**src/rtl/mdu_hilo_ctrl.sv**
```systemverilog
// mdu_hilo_ctrl: multi-cycle multiply/divide sequencer owning the HI/LO pair.
//   clk       - rising-edge clock
//   rst       - asynchronous active-low reset
//   EXE_MDOp  - 0 NOP, 1 MULT, 2 MULTU, 3 DIV, 4 DIVU, 5 MTHI, 6 MTLO,
//               7 MADD, 8 MADDU, 9 MSUB, 10 MSUBU (7-10 need MDU_MADD_EN)
//   EXE_BusA  - rs operand, EXE_BusB - rt operand
//   EXE_Flush - abort in-flight op / ignore current op
//   MDU_Stall - hold the front of the pipe while an op is issuing or running
//   MDU_Done  - one-cycle pulse when a mul/div result lands in HI/LO
//   HI, LO    - architectural HI/LO registers
// Optional feature macro: MDU_MADD_EN enables MADD/MADDU/MSUB/MSUBU.
module mdu_hilo_ctrl #(
    parameter int MUL_CYCLES = 4
) (
    input  logic        clk,
    input  logic        rst,
    input  logic [3:0]  EXE_MDOp,
    input  logic [31:0] EXE_BusA,
    input  logic [31:0] EXE_BusB,
    input  logic        EXE_Flush,
    output logic        MDU_Stall,
    output logic        MDU_Done,
    output logic [31:0] HI,
    output logic [31:0] LO
);
    typedef enum logic [1:0] {IDLE, MUL, DIV, DONE} state_t;

    state_t      state_q, state_d;
    logic [4:0]  cnt_q, cnt_d;
    logic [31:0] a_q, a_d, b_q, b_d, rem_q, rem_d, hi_q, hi_d, lo_q, lo_d;
    logic        sgn_q, sgn_d, negq_q, negq_d, negr_q, negr_d;
`ifdef MDU_MADD_EN
    logic        acc_q, acc_d, sub_q, sub_d;
`endif

    logic        op_mul, op_div, op_sgn, start;
    logic [31:0] abs_a, abs_b, quo_n, rem_n;
    logic [32:0] shl, diff;
    logic [63:0] ax, bx, prod, mul_res;

    always_comb begin
`ifdef MDU_MADD_EN
        op_mul = EXE_MDOp == 4'd1 || EXE_MDOp == 4'd2 || (EXE_MDOp >= 4'd7 && EXE_MDOp <= 4'd10);
`else
        op_mul = EXE_MDOp == 4'd1 || EXE_MDOp == 4'd2;
`endif
        op_div = EXE_MDOp == 4'd3 || EXE_MDOp == 4'd4;
        op_sgn = EXE_MDOp == 4'd1 || EXE_MDOp == 4'd3 || EXE_MDOp == 4'd7 || EXE_MDOp == 4'd9;
        start  = state_q == IDLE && !EXE_Flush && (op_mul || op_div);
        abs_a  = (op_sgn && EXE_BusA[31]) ? -EXE_BusA : EXE_BusA;
        abs_b  = (op_sgn && EXE_BusB[31]) ? -EXE_BusB : EXE_BusB;
        // 64-bit truncated product of sign/zero-extended operands is exact in both modes
        ax     = {{32{sgn_q & a_q[31]}}, a_q};
        bx     = {{32{sgn_q & b_q[31]}}, b_q};
        prod   = ax * bx;
`ifdef MDU_MADD_EN
        mul_res = !acc_q ? prod : sub_q ? {hi_q, lo_q} - prod : {hi_q, lo_q} + prod;
`else
        mul_res = prod;
`endif
        // restoring step: a_q shifts the dividend out and the quotient in
        shl    = {rem_q, a_q[31]};
        diff   = shl - {1'b0, b_q};
        rem_n  = diff[32] ? shl[31:0] : diff[31:0];
        quo_n  = {a_q[30:0], ~diff[32]};
    end

    always_comb begin
        state_d = state_q;
        cnt_d   = cnt_q;
        a_d     = a_q;
        b_d     = b_q;
        rem_d   = rem_q;
        hi_d    = hi_q;
        lo_d    = lo_q;
        sgn_d   = sgn_q;
        negq_d  = negq_q;
        negr_d  = negr_q;
`ifdef MDU_MADD_EN
        acc_d   = acc_q;
        sub_d   = sub_q;
`endif
        if (EXE_Flush) begin
            state_d = IDLE;
            cnt_d   = 5'd0;
        end else begin
            case (state_q)
                IDLE: begin
                    if (start) begin
                        state_d = op_div ? DIV : MUL;
                        cnt_d   = 5'd0;
                        a_d     = op_div ? abs_a : EXE_BusA;
                        b_d     = op_div ? abs_b : EXE_BusB;
                        rem_d   = 32'd0;
                        sgn_d   = op_sgn;
                        negq_d  = op_sgn & (EXE_BusA[31] ^ EXE_BusB[31]);
                        negr_d  = op_sgn & EXE_BusA[31];
`ifdef MDU_MADD_EN
                        acc_d   = EXE_MDOp >= 4'd7;
                        sub_d   = EXE_MDOp >= 4'd9;
`endif
                    end else if (EXE_MDOp == 4'd5) begin
                        hi_d = EXE_BusA;
                    end else if (EXE_MDOp == 4'd6) begin
                        lo_d = EXE_BusA;
                    end
                end
                MUL: begin
                    cnt_d = cnt_q + 5'd1;
                    if (cnt_q == 5'(MUL_CYCLES - 1)) begin
                        {hi_d, lo_d} = mul_res;
                        state_d      = DONE;
                    end
                end
                DIV: begin
                    a_d   = quo_n;
                    rem_d = rem_n;
                    cnt_d = cnt_q + 5'd1;
                    if (cnt_q == 5'd31) begin
                        lo_d    = negq_q ? -quo_n : quo_n;
                        hi_d    = negr_q ? -rem_n : rem_n;
                        state_d = DONE;
                    end
                end
                default: state_d = IDLE;
            endcase
        end
    end

    always_ff @(posedge clk or negedge rst) begin
        if (!rst) begin
            state_q <= IDLE;
            cnt_q   <= 5'd0;
            a_q     <= 32'd0;
            b_q     <= 32'd0;
            rem_q   <= 32'd0;
            hi_q    <= 32'd0;
            lo_q    <= 32'd0;
            sgn_q   <= 1'b0;
            negq_q  <= 1'b0;
            negr_q  <= 1'b0;
`ifdef MDU_MADD_EN
            acc_q   <= 1'b0;
            sub_q   <= 1'b0;
`endif
        end else begin
            state_q <= state_d;
            cnt_q   <= cnt_d;
            a_q     <= a_d;
            b_q     <= b_d;
            rem_q   <= rem_d;
            hi_q    <= hi_d;
            lo_q    <= lo_d;
            sgn_q   <= sgn_d;
            negq_q  <= negq_d;
            negr_q  <= negr_d;
`ifdef MDU_MADD_EN
            acc_q   <= acc_d;
            sub_q   <= sub_d;
`endif
        end
    end

    assign MDU_Stall = start || state_q == MUL || state_q == DIV;
    assign MDU_Done  = state_q == DONE;
    assign HI        = hi_q;
    assign LO        = lo_q;
endmodule

```
**config.mk**
```make
export PLATFORM = sky130hd
export DESIGN_NAME = mdu_hilo_ctrl
export DESIGN_NICKNAME = d
export VERILOG_FILES = /design/src/rtl/mdu_hilo_ctrl.sv
export SDC_FILE = /design/constraint.sdc
export NUM_CORES = 2
export LEC_CHECK = 0
export ABC_AREA = 1
export CAP_MARGIN = 20
export CORE_MARGIN = 5
export CORE_UTILIZATION = 60
export CTS_CLUSTER_DIAMETER = 80
export CTS_CLUSTER_SIZE = 24
export DETAILED_ROUTE_END_ITERATION = 10
export HOLD_SLACK_MARGIN = 0.06
export PLACE_DENSITY = 0.78
export SYNTH_ARGS = -nofsm -noshare
export SYNTH_HDL_FRONTEND = slang
export SYNTH_SLANG_ARGS = --single-unit
```
**constraint.sdc**
```tcl
create_clock -name clk -period 9.8 [get_ports clk]
set_input_delay 1.47 -clock clk [delete_from_list [all_inputs] [get_ports clk]]
set_output_delay 1.47 -clock clk [all_outputs]
set_load 0.1 [all_outputs]
```
==> load_flow_metrics.sql <==
INSERT INTO impl_metrics (metric_group, metric, value, unit) VALUES
('detailed_routing', 'via_count', '46600', ''),
('placement', 'post_placement_worst_setup_slack', '1.06', 'ns'),
('worst_setup_path', 'critPathCaptureType', 'flip-flop', ''),
('worst_setup_path', 'crit-reg2reg-launch', 'b_q[18]$_DFFE_PN0P_', ''),
('logic_synthesis', 'synth_edf_count', '0', ''),
('clocking', 'numClockSinks', '170', ''),
('worst_setup_path', 'critical_path.reg2reg.endpoint', 'HI[9]$_DFFE_PN0P_', ''),
('finish', 'layout-drive-gt1-share', '3.65', '%'),
('clocking', 'post_cts_setup_buffer_count', '0', ''),
('die', 'initial_utilization', '60.4', '%'),
('worst_setup_path', 'crit_path_top_delay_cell', 'sky130_fd_sc_hd__dfrtp_1', ''),
('logic_synthesis', 'yosys_warnings', '0', ''),
('logic_synthesis', 'synth_top_cell_by_area', 'sky130_fd_sc_hd__fa_1', ''),
('logic_synthesis', 'yosys-top-cells-area', 'sky130_fd_sc_hd__fa_1 42%, sky130_fd_sc_hd__nand2_1 13%, sky130_fd_sc_hd__inv_1 13%', ''),
('detailed_routing', 'drt_drc_violations_left', '0', ''),
('global_routing', 'antenna_violations_before_repair', '6', ''),
('worst_hold_path', 'worst_hold_path_type', 'reg -> reg', ''),
('logic_synthesis', 'postSynth.asyncResetShare', '100', '%'),
('finish', 'fin_nets', '8479', ''),
('detailed_routing', 'drt_met1_wl', '66.6', 'mm'),
('clocking', 'clock_tree_from_tritoncts', 'yes', ''),
('placement', 'gp_congestion', '1.05', ''),
('finish', 'syn_to_final_growth', '5.83', '%'),
('worst_hold_path', 'hold_depth', '2', ''),
('die', 'placeableCoreArea', '88200', 'sq um'),
('sta', 'setup_tns', '0', 'ns'),
('logic_synthesis', 'ys_dominant_reg_cell', 'sky130_fd_sc_hd__dfrtp_1', ''),
('detailed_routing', 'wirelength', '176', 'mm'),
('detailed_routing', 'route.detailed.wl_per_inst', '21.4', 'um'),
('logic_synthesis', 'netlist.area_leader.share', '42.3', '%'),
('worst_setup_path', 'largest_stage_delay_on_the_critical_path', '0.99', 'ns'),
('worst_setup_path', 'crit_arrival', '9.29', 'ns'),
('worst_hold_path', 'hold_path_startpoint', 'LO[0]$_DFFE_PN0P_', ''),
('die', 'floorplan.die.height', '308', 'um'),
('clocking', 'ctsHoldBuffers', '0', ''),
('global_routing', 'grt_remaining_overflow', '0', ''),
('detailed_routing', 'postRouteAntennaNets', '0', ''),
('logic_synthesis', 'synth.net_count', '8549', ''),
('placement', 'port-buffer-count', '136', ''),
('die', 'die-area', '94900', 'sq um'),
('worst_setup_path', 'cp.required', '10.13', 'ns'),
('worst_setup_path', 'worst-r2r-cell-count', '31', ''),
('sta', 'final_max_slew_viol_count', '0', ''),
('worst_setup_path', 'start_kind', 'flip-flop', ''),
('run', 'maxCapViolations', '0', ''),
('clocking', 'path_clk_slew', '0.08', 'ns'),
('clocking', 'clkLatencyLatePin', '0.46', 'ns'),
('sta', 'finalClockSkew', '0.0212', 'ns'),
('logic_synthesis', 'ys_types', '61', ''),
('global_routing', 'grt_first_pass_wirelength', '274', 'mm'),
('run_status', 'status', 'completed', ''),
('worst_setup_path', 'timing_worst_setup_path_type', 'reg -> reg', ''),
('worst_hold_path', 'min_delay_worst_endpoint', 'LO[0]$_DFFE_PN0P_', ''),
('logic_synthesis', 'synth.cell_area', '53300', 'sq um'),
('clocking', 'htree_levels', '4', ''),
('sta', 'post-route-min-period', '8.96', 'ns'),
('detailed_routing', 'routed.top_layer', 'met5', ''),
('sta', 'unrepaired_setup_endpoints_after_global_routing', 'false', ''),
('detailed_routing', 'met2RoutedLength', '81.0', 'mm'),
('sta', 'worst_slack', '0.841', 'ns'),
('sta', 'worst_pin_slew', '1.22', 'ns'),
('sta', 'slew-limit-headroom', '18.8', '%'),
('clocking', 'cts-root-to-sink-buffers', '2', ''),
('logic_synthesis', 'post_synth.cell_area_avg', '7.51', 'sq um'),
('worst_setup_path', 'critPathMaxFanout', '23', ''),
('clocking', 'cts_resized', '0', ''),
('logic_synthesis', 'share_of_synthesized_area_occupied_by_flip_flops_and_latches', '7.98', '%'),
('sta', 'hold_violations', '0', ''),
('logic_synthesis', 'synthesis.instances', '7097', ''),
('clocking', 'cts_inserted_buffers', '17', ''),
('global_routing', 'groute.usage.overall', '37.6', '%');
## sequential cells by signal, summed over array words and instances (netlist names)
name / count
HI: 32
a_q: 32
rem_q: 32
LO: 32
negr_q: 1
state_q: 2
cnt_q: 5
sgn_q: 1
negq_q: 1
b_q: 32
## cell usage in the layout, fill, tap and decap left out, drive strengths merged, types with 55 or more instances in the layout
| cell | n |
|---|---|
| clkdlybuf4s50 | 135 |
| o21ai | 244 |
| inv | 1863 |
| nand2 | 1895 |
| fa | 1126 |
| nand3 | 165 |
| nor3 | 55 |
| dfrtp | 170 |
| ha | 255 |
| a21oi | 218 |
| nor2 | 426 |
| buf | 123 |
## cell type report
class,instances,area [sq um]
Antenna cell,4,10.0
Clock buffer,19,443
Clock inverter,12,130
Fill cell,7737,31800
Inverter,1860,6980
Multi-Input combinational cell,4720,40700
Sequential cell,170,4250
Tap cell,1165,1460
Timing Repair Buffer,258,2420
## cells by family after synthesis
kind of cell,Yosys count,synth area share [%]
simple gates,2624,20.0
fa+ha+maj,1381,48.3
compound gates,637,6.81
xor+xnor,78,1.28
flops,170,7.98
buf+inv,2207,15.7
## worst max-delay path by stage
stage | start | end | cells past startpoint
finish | b_q[18]$_DFFE_PN0P_ | HI[9]$_DFFE_PN0P_ | 31
global route | b_q[15]$_DFFE_PN0P_ | HI[9]$_DFFE_PN0P_ | 30
floorplan | a_q[31]$_DFFE_PN0P_ | HI[31]$_DFFE_PN0P_ | 32
CTS | b_q[18]$_DFFE_PN0P_ | HI[9]$_DFFE_PN0P_ | 31
global placement | b_q[18]$_DFFE_PN0P_ | HI[9]$_DFFE_PN0P_ | 31
detailed placement | a_q[13]$_DFFE_PN0P_ | HI[9]$_DFFE_PN0P_ | 31
## worst max-delay path: cells and delay by family, from the launching register on
kind,cells,cell delay [ns]
compound gates,5,1.35
fa+ha+maj,9,4.51
buf+inv,8,0.86
flops,1,0.99
simple gates,9,1.08
## per-stage QoR
stage	instances	hold slack [ns]	area, sq um	utilization, %
global placement	8166	0.476	55700	63.1
detailed placement	8166	0.478	55700	63.1
CTS	8197	0.495	56200	63.7
global route	8207	0.525	56400	63.9
finish	8208	0.493	56400	63.9
floorplan	7097	0.472	53300	-
## layer usage
| layer | up-vias | track usage (%) |
|---|---|---|
| li1 | 20400 | - |
| met1 | 23100 | 49.8 |
| met2 | 2541 | 60.5 |
| met3 | 530 | 7.39 |
| met4 | 2 | 16.9 |
| met5 | - | 0 |
Power is left out: the tool's default activity adds up to more than one toggle a clock period on the data nets, which glitch-free logic cannot reach.
